`config.mk`:
```
export PLATFORM = sky130hd
export DESIGN_NAME = pacman_life_ctrl
export DESIGN_NICKNAME = d
export VERILOG_FILES = /design/src/rtl/pacman_life_ctrl.sv
export SDC_FILE = /design/constraint.sdc
export NUM_CORES = 1
export LEC_CHECK = 0
export ABC_AREA = 1
export BUFFER_PORTS_ARGS = -buffer_cell sky130_fd_sc_hd__buf_2
export CAP_MARGIN = 20
export CORE_MARGIN = 4
export CORE_UTILIZATION = 40
export DETAILED_ROUTE_END_ITERATION = 12
export SETUP_SLACK_MARGIN = 0.05
export SLEW_MARGIN = 10
export SYNTH_ARGS = -nofsm -noshare
export SYNTH_HDL_FRONTEND = slang
export SYNTH_SLANG_ARGS = --single-unit
```
`constraint.sdc`:
```
create_clock -name Clk -period 1.7 [get_ports Clk]
set_clock_uncertainty 0.1 [all_clocks]
set_input_delay 0.425 -clock Clk [delete_from_list [all_inputs] [get_ports Clk]]
set_output_delay 0.425 -clock Clk [all_outputs]
set_load 0.05 [all_outputs]
```
`src/rtl/pacman_life_ctrl.sv`:
```
`default_nettype none
// ============================================================================
//  Module   : pacman_life_ctrl
//  Purpose  : Game-state sequencer for Pacman. Takes the ghost-collision
//             level and the dots-remaining flag, and from them manages lives,
//             the death freeze, respawn requests and the game-over and win
//             conditions. All game timing is counted in frames (frame_tick).
//
//  Ports    : Clk            system clock
//             Reset_n        asynchronous active-low reset
//             frame_tick     one-Clk pulse per video frame
//             over           collision level from the ghost detector
//             all_dots_eaten high when no dots remain
//             start_key      start/restart button level (synchronous)
//             lives          remaining lives
//             freeze         high = motion blocks hold position
//             respawn        one-Clk pulse, motion blocks reload positions
//             game_over      high in GAMEOVER
//             win            high in WIN
//             state          encoded FSM state (IDLE=0 RESPAWN=1 PLAY=2
//                            DYING=3 GAMEOVER=4 WIN=5)
//
//  Options  : define GRACE_INVULN_EN to make collisions harmless for the
//             first GRACE_FRAMES frames of PLAY after every respawn.
//
//  Revision : 1.0  initial release
// ============================================================================
module pacman_life_ctrl #(
   parameter int START_LIVES   = 3,
   parameter int LIFE_W        = 2,
   parameter int FREEZE_FRAMES = 60,
   parameter int GRACE_FRAMES  = 90
) (
   input  logic              Clk,
   input  logic              Reset_n,
   input  logic              frame_tick,
   input  logic              over,
   input  logic              all_dots_eaten,
   input  logic              start_key,
   output logic [LIFE_W-1:0] lives,
   output logic              freeze,
   output logic              respawn,
   output logic              game_over,
   output logic              win,
   output logic [2:0]        state
);

   localparam logic [2:0] ST_IDLE     = 3'd0;
   localparam logic [2:0] ST_RESPAWN  = 3'd1;
   localparam logic [2:0] ST_PLAY     = 3'd2;
   localparam logic [2:0] ST_DYING    = 3'd3;
   localparam logic [2:0] ST_GAMEOVER = 3'd4;
   localparam logic [2:0] ST_WIN      = 3'd5;

   localparam int              CNT_W      = $clog2(FREEZE_FRAMES + 1);
   // Counter value seen just before the tick that completes the freeze.
   localparam logic [CNT_W-1:0] CNT_LAST  = CNT_W'(FREEZE_FRAMES - 1);
   localparam logic [LIFE_W-1:0] LIVES_INIT = LIFE_W'(START_LIVES);

   logic [2:0]        state_q;
   logic [LIFE_W-1:0] lives_q;
   logic [CNT_W-1:0]  frame_cnt_q;
   logic              start_q;
   logic              armed_q;
   logic              start_edge;
   logic              grace_run;

   assign start_edge = start_key & ~start_q;

`ifdef GRACE_INVULN_EN
   localparam int              GR_W    = (GRACE_FRAMES < 1) ? 1 : $clog2(GRACE_FRAMES + 1);
   localparam logic [GR_W-1:0] GR_DONE = GR_W'(GRACE_FRAMES);

   logic [GR_W-1:0] grace_q;

   assign grace_run = (grace_q != GR_DONE);

   // Counts PLAY frames since the last respawn, saturating once the
   // invulnerability window has elapsed.
   always_ff @(posedge Clk or negedge Reset_n) begin
      if (!Reset_n) begin
         grace_q <= '0;
      end else if (state_q == ST_RESPAWN) begin
         grace_q <= '0;
      end else if ((state_q == ST_PLAY) && frame_tick && grace_run) begin
         grace_q <= grace_q + 1'b1;
      end
   end
`else
   logic unused_grace;

   assign grace_run = 1'b0;
   // GRACE_FRAMES has no function without the grace window.
   assign unused_grace = (GRACE_FRAMES != 0);
`endif

   always_ff @(posedge Clk or negedge Reset_n) begin
      if (!Reset_n) begin
         state_q     <= ST_IDLE;
         lives_q     <= LIVES_INIT;
         frame_cnt_q <= '0;
         start_q     <= 1'b0;
         armed_q     <= 1'b0;
      end else begin
         start_q <= start_key;
         case (state_q)
            ST_IDLE, ST_GAMEOVER, ST_WIN: begin
               if (start_edge) begin
                  state_q <= ST_RESPAWN;
                  lives_q <= LIVES_INIT;
               end
            end
            ST_RESPAWN: begin
               armed_q     <= 1'b0;
               frame_cnt_q <= '0;
               state_q     <= ST_PLAY;
            end
            ST_PLAY: begin
               // armed is sampled before this tick's update, so a collision
               // on the very first tick after respawn is still ignored.
               if (frame_tick) begin
                  armed_q <= 1'b1;
               end
               if (all_dots_eaten) begin
                  state_q <= ST_WIN;
               end else if (armed_q && over && !grace_run) begin
                  state_q     <= ST_DYING;
                  frame_cnt_q <= '0;
                  if (lives_q != '0) begin
                     lives_q <= lives_q - 1'b1;
                  end
               end
            end
            ST_DYING: begin
               // The state leaves DYING on the tick that reaches
               // FREEZE_FRAMES, so the counter never passes that value.
               if (frame_tick) begin
                  frame_cnt_q <= frame_cnt_q + 1'b1;
                  if (frame_cnt_q == CNT_LAST) begin
                     state_q <= (lives_q == '0) ? ST_GAMEOVER : ST_RESPAWN;
                  end
               end
            end
            default: begin
               state_q <= ST_IDLE;
            end
         endcase
      end
   end

   // Outputs are pure decodes of registered state.
   assign state     = state_q;
   assign lives     = lives_q;
   assign freeze    = (state_q != ST_PLAY);
   assign respawn   = (state_q == ST_RESPAWN);
   assign game_over = (state_q == ST_GAMEOVER);
   assign win       = (state_q == ST_WIN);

endmodule
`default_nettype wire

```
### Yosys cells after proc, flatten, opt, wreduce, memory -nomap -nowiden

Index checks and enable logic that the tools add are counted.

* add/sub/neg operators: 2
* eq/ne operators: 15
* multiplexer cells: 18
* bitwise gates (word level): 2
* reductions and logical operators: 12

Operator list (count)
* $mux W3: 6
* $mux W6: 3
* $pmux W6 S3: 1
* $ne A2 B2 Y1 const B: 7
* $pmux W3 S4: 1
* $mux W2: 4
* $reduce_and A4 Y1: 2
* $add A6 B1 Y6 const B: 1
* $eq A3 B2 Y1 const B: 2
* $eq A3 B3 Y1 const B: 2
* $eq A6 B6 Y1 const B: 1
* $reduce_bool A2 Y1: 3
* $reduce_and A5 Y1: 1
* $pmux W2 S2: 1
* $eq A3 B1 Y1 const B: 1
* $logic_not A3 Y1: 1
* $ne A3 B2 Y1 const B: 1
* $ne A3 B3 Y1 const B: 1
* $reduce_bool A3 Y1: 1
* $reduce_or A3 Y1: 1
* $logic_not A2 Y1: 1
* $pmux W1 S2: 1
* $reduce_and A2 Y1: 1
* $sub A2 B1 Y2 const B: 1
* 4 further kinds: 4

* bits in registers: 13
* input bits: 6
* output and inout bits: 9
* logic and storage cells: 54

### Depth between registers and ports, before layout

* depth in word-level cells: 5
* depth in mapped cells: 8
* gate-level depth less buffers: 8

### Worst setup path before layout

OpenSTA, ideal clock, no wires.

* path kind: flip-flop to output port
* from: register state_q[1] (netlist: state[1])
* to: output game_over
* data arrival time: 1.651 ns
* required time: 1.175 ns
* path slack: -0.476 ns
* cell stages (with the launch flop): 5
* buffers on the path: 1
* cell sequence: dfrtp_1 buf_4 inv_1 nand2_1 nor2_1

* cells in the longest elaborated chain, start to end: 1

RTL lines
* start, declared: RTL line 60 `logic [2:0] state_q;`
* start signal, assigned: RTL line 140 `state_q <= (lives_q == '0) ? ST_GAMEOVER : ST_RESPAWN;`
* $eq A3 B3 Y1: RTL line 156 `assign game_over = (state_q == ST_GAMEOVER);`
* end, declared: RTL line 43 `output logic game_over,`

Every way passes these cells.

### Worst setup path in the final report

* from: register state_q[1] (netlist: state[1])
* to: output freeze

* cells in the longest elaborated chain, start to end: 1

RTL lines
* $ne A3 B2 Y1: RTL line 154 `assign freeze = (state_q != ST_PLAY);`
* end, declared: RTL line 41 `output logic freeze,`

Every way passes these cells.

==> results_dict.tcl <==
set metrics [dict create \
    post-place-ws_ns 0.142 \
    cp-startpoint "state[1]" \
    endpoint "freeze" \
    die_y_um 54.3 \
    reg2reg_from "state[0]" \
    via_per_inst 4.93 \
    p_total_w 0.00244 \
    ant_nets 0 \
    clock-root-buffer "clkbuf_4" \
    crit_chain "buf_4 > nand3_4 > buf_8" \
    ys_seq_area_share_pct 38.2 \
    layout-drive-gt1-share_pct 41.7 \
    syn_to_final_growth_pct 44.9 \
    multi_input_area_um2 524 \
    drt_wl_total_um 2240 \
    syn-num-nets 124 \
    clk_path_buf_depth 2 \
    holdPathStages 1 \
    vdd_drop_max_uv 1330 \
    netlist_area_um2 858 \
    ff2ff_path_depth 8 \
    avgSynthCellArea_um2 7.40 \
    maxCapViolations 0 \
    final.min_clock_period_ns 1.70 \
    p_leak_nw 0.627 \
    rrSetupSlack_ns 0.13 \
    slowest_stage "dfrtp_2" \
    design.core.area_mm2 0.00200 \
    critPathKind "reg2out" \
    antenna_found_initial 0 \
    tritoncts "done" \
    grt_overflow 0 \
    clkTransAtPathRegs_ns 0.09 \
    cp-end-kind "output pin" \
    routabilityCongestion 0.798 \
    dr.max_layer_used "met4" \
    fillers 174 \
    critPathMaxFanout 6 \
    cts_buffers 3 \
    hold_viol 0 \
    io_buffers 14 \
    dp.final_hpwl_um 1440 \
    power_density_mw_per_mm2 1960 \
    grt_pass1_vias 756 \
    min_period_over_period_pct 99.9 \
    initialDrtViolationCount 21 \
    slew_violations 0 \
    cts_sinks 13 \
    clock_latency_ns 0.28 \
    fin_ws_ns 0.00202 \
    crit_path_start_kind "flip-flop" \
    die-area_mm2 0.00295 \
    grt_use_total_pct 16.6 \
    route.met2.wl_um 1090 \
    diodes 0 \
    num_rows 16 \
    drc 0 \
    slew_headroom_pct 80.0 \
    cp.arrival_ns 1.17 \
    max_slew.worst_pin.slew_ns 0.300 \
    dr_total_vias 878 \
    yosys_warnings 0 \
    grt_max_degree 14 \
    grt_pass1_wl_um 3560 \
    crit_required_ns 1.17 \
    seqCellArea_um2 332 \
    drt-met1-wl_um 1020 \
    final-setup-viol-count 0 \
    fmax_mhz 589 \
    wire_per_inst_um 12.6 \
    first_pass_iters 4 \
    syn_inst 116 \
    status "finished, final reports clean" \
    hold_class "in2reg" \
    rsz0062_at_grt "yes" \
    synth_seq_cells 13 \
    met3WireLength_um 115 \
    start_util_pct 42.9 \
    nNetsFinal 160 \
    r2r_end "state[2]" \
    ys_types 24 \
    io-pin-count 15 \
    htree_levels 1 \
    critPathMaxStageDelay_ns 0.48 \
    die_w_um 54.3 \
    fin_setup_tns_ns 0 \
]
-- critical path, delay by kind of cell, from the launching register on --
| kind | cells | cell delay (ns) |
|---|---|---|
| simple gates | 1 | 0.10 |
| buf+inv | 2 | 0.31 |
| flops | 1 | 0.48 |
-- worst min path at each step --
stage	startpoint	endpoint	slack [ns]
floorplan	Reset_n	armed_q	0.03
global placement	Reset_n	frame_cnt_q[2]	0.24
detailed placement	Reset_n	frame_cnt_q[2]	0.24
CTS	start_key	start_q	0.16
global route	start_key	start_q	0.16
finish	start_key	start_q	0.16
-- synthesized netlist by cell type --
cell	n	area [µm²]
o21ai_1	2	10.0
nor2_2	1	6.26
nand2_1	38	143
o21bai_1	1	7.51
o21ai_0	2	10.0
a21boi_0	1	7.51
o21ai_2	4	35.0
ha_1	2	25.0
nor2_1	13	48.8
nand3b_1	1	7.51
inv_2	1	3.75
buf_4	1	7.51
dfstp_2	2	52.6
dfrtp_1	11	275
nand3_1	9	45.0
nand3_2	3	30.0
xor2_1	2	17.5
inv_1	12	45.0
buf_6	1	11.3
nand4_2	1	12.5
nand4_1	4	25.0
a21oi_2	1	8.76
nor2_4	1	11.3
nand2_2	2	12.5
-- sequential cells by signal, indices dropped and copies added (netlist names) --
signal	flops
state	3
armed_q	1
lives	2
start_q	1
frame_cnt_q	6
-- final cells by class --
class                           instances  area share (%)
Clock buffer                            4            2.11
Inverter                               13            4.73
Multi-Input combinational cell         88            42.2
Sequential cell                        13            26.7
Tap cell                               27            2.72
Timing Repair Buffer                   33            21.6
-- power by group --
group	internal, W	leakage (nW)	switching, W	total [W]
sequential	0.000422	0.161	0.000113	0.000535
combinational	0.000665	0.451	0.00104	0.00170
clock	0.0000910	0.0150	0.000111	0.000202
total	0.00118	0.627	0.00126	0.00244
-- cell families after synthesis --
family                   count (synthesis)  share of synthesized area [%]
AND/OR/NAND/NOR                         73                           39.8
buffers and inverters                   15                           7.87
flip-flops                              13                           38.2
AO/OA/AOI/OAI                           11                           9.18
XOR/XNOR                                 2                           2.04
adder cells (fa/ha/maj)                  2                           2.91
-- cell usage in the layout, fill, tap and decap left out, types with 2 or more instances in the layout --
cell type  count
inv_1         10
buf_6          3
o21ai_2        5
buf_8          4
nor2_1        10
dfrtp_1        8
ha_1           2
buf_4         16
nand3_2        2
nand3_1        8
nor2_4         4
nand3_4        2
dfstp_2        2
xor2_1         2
clkbuf_4       3
nand2_2        2
nand4_1        4
o21ai_0        2
dfrtp_2        3
inv_4          2
buf_2          9
nand2_4        2
nand2_1       36
-- metrics by stage --
step	util, %	instances	instance area [µm²]	hold slack, ns
after CTS	58.7	174	1170	0.164
final	62.1	178	1240	0.162
after global routing	62.1	178	1240	0.163
after detailed placement	50.4	158	1010	0.237
after global placement	50.4	158	1010	0.237
after floorplan	-	116	906	0.0294
-- timing repair --
item	in CTS	in global routing
hold endpoints to repair	11	0
hold buffers	1	0
setup buffers	11	4
resized for setup	15	10
setup endpoints to repair	5	13
pin swaps	4	1
-- layer usage --
| layer | vias to the layer above | GRT usage (%) |
|---|---|---|
| li1 | 446 | - |
| met5 | - | 0 |
| met4 | 0 | 3.73 |
| met3 | 4 | 2.45 |
| met1 | 400 | 25.4 |
| met2 | 28 | 24.3 |
No activity file was read; power rests on OpenSTA's default activity.
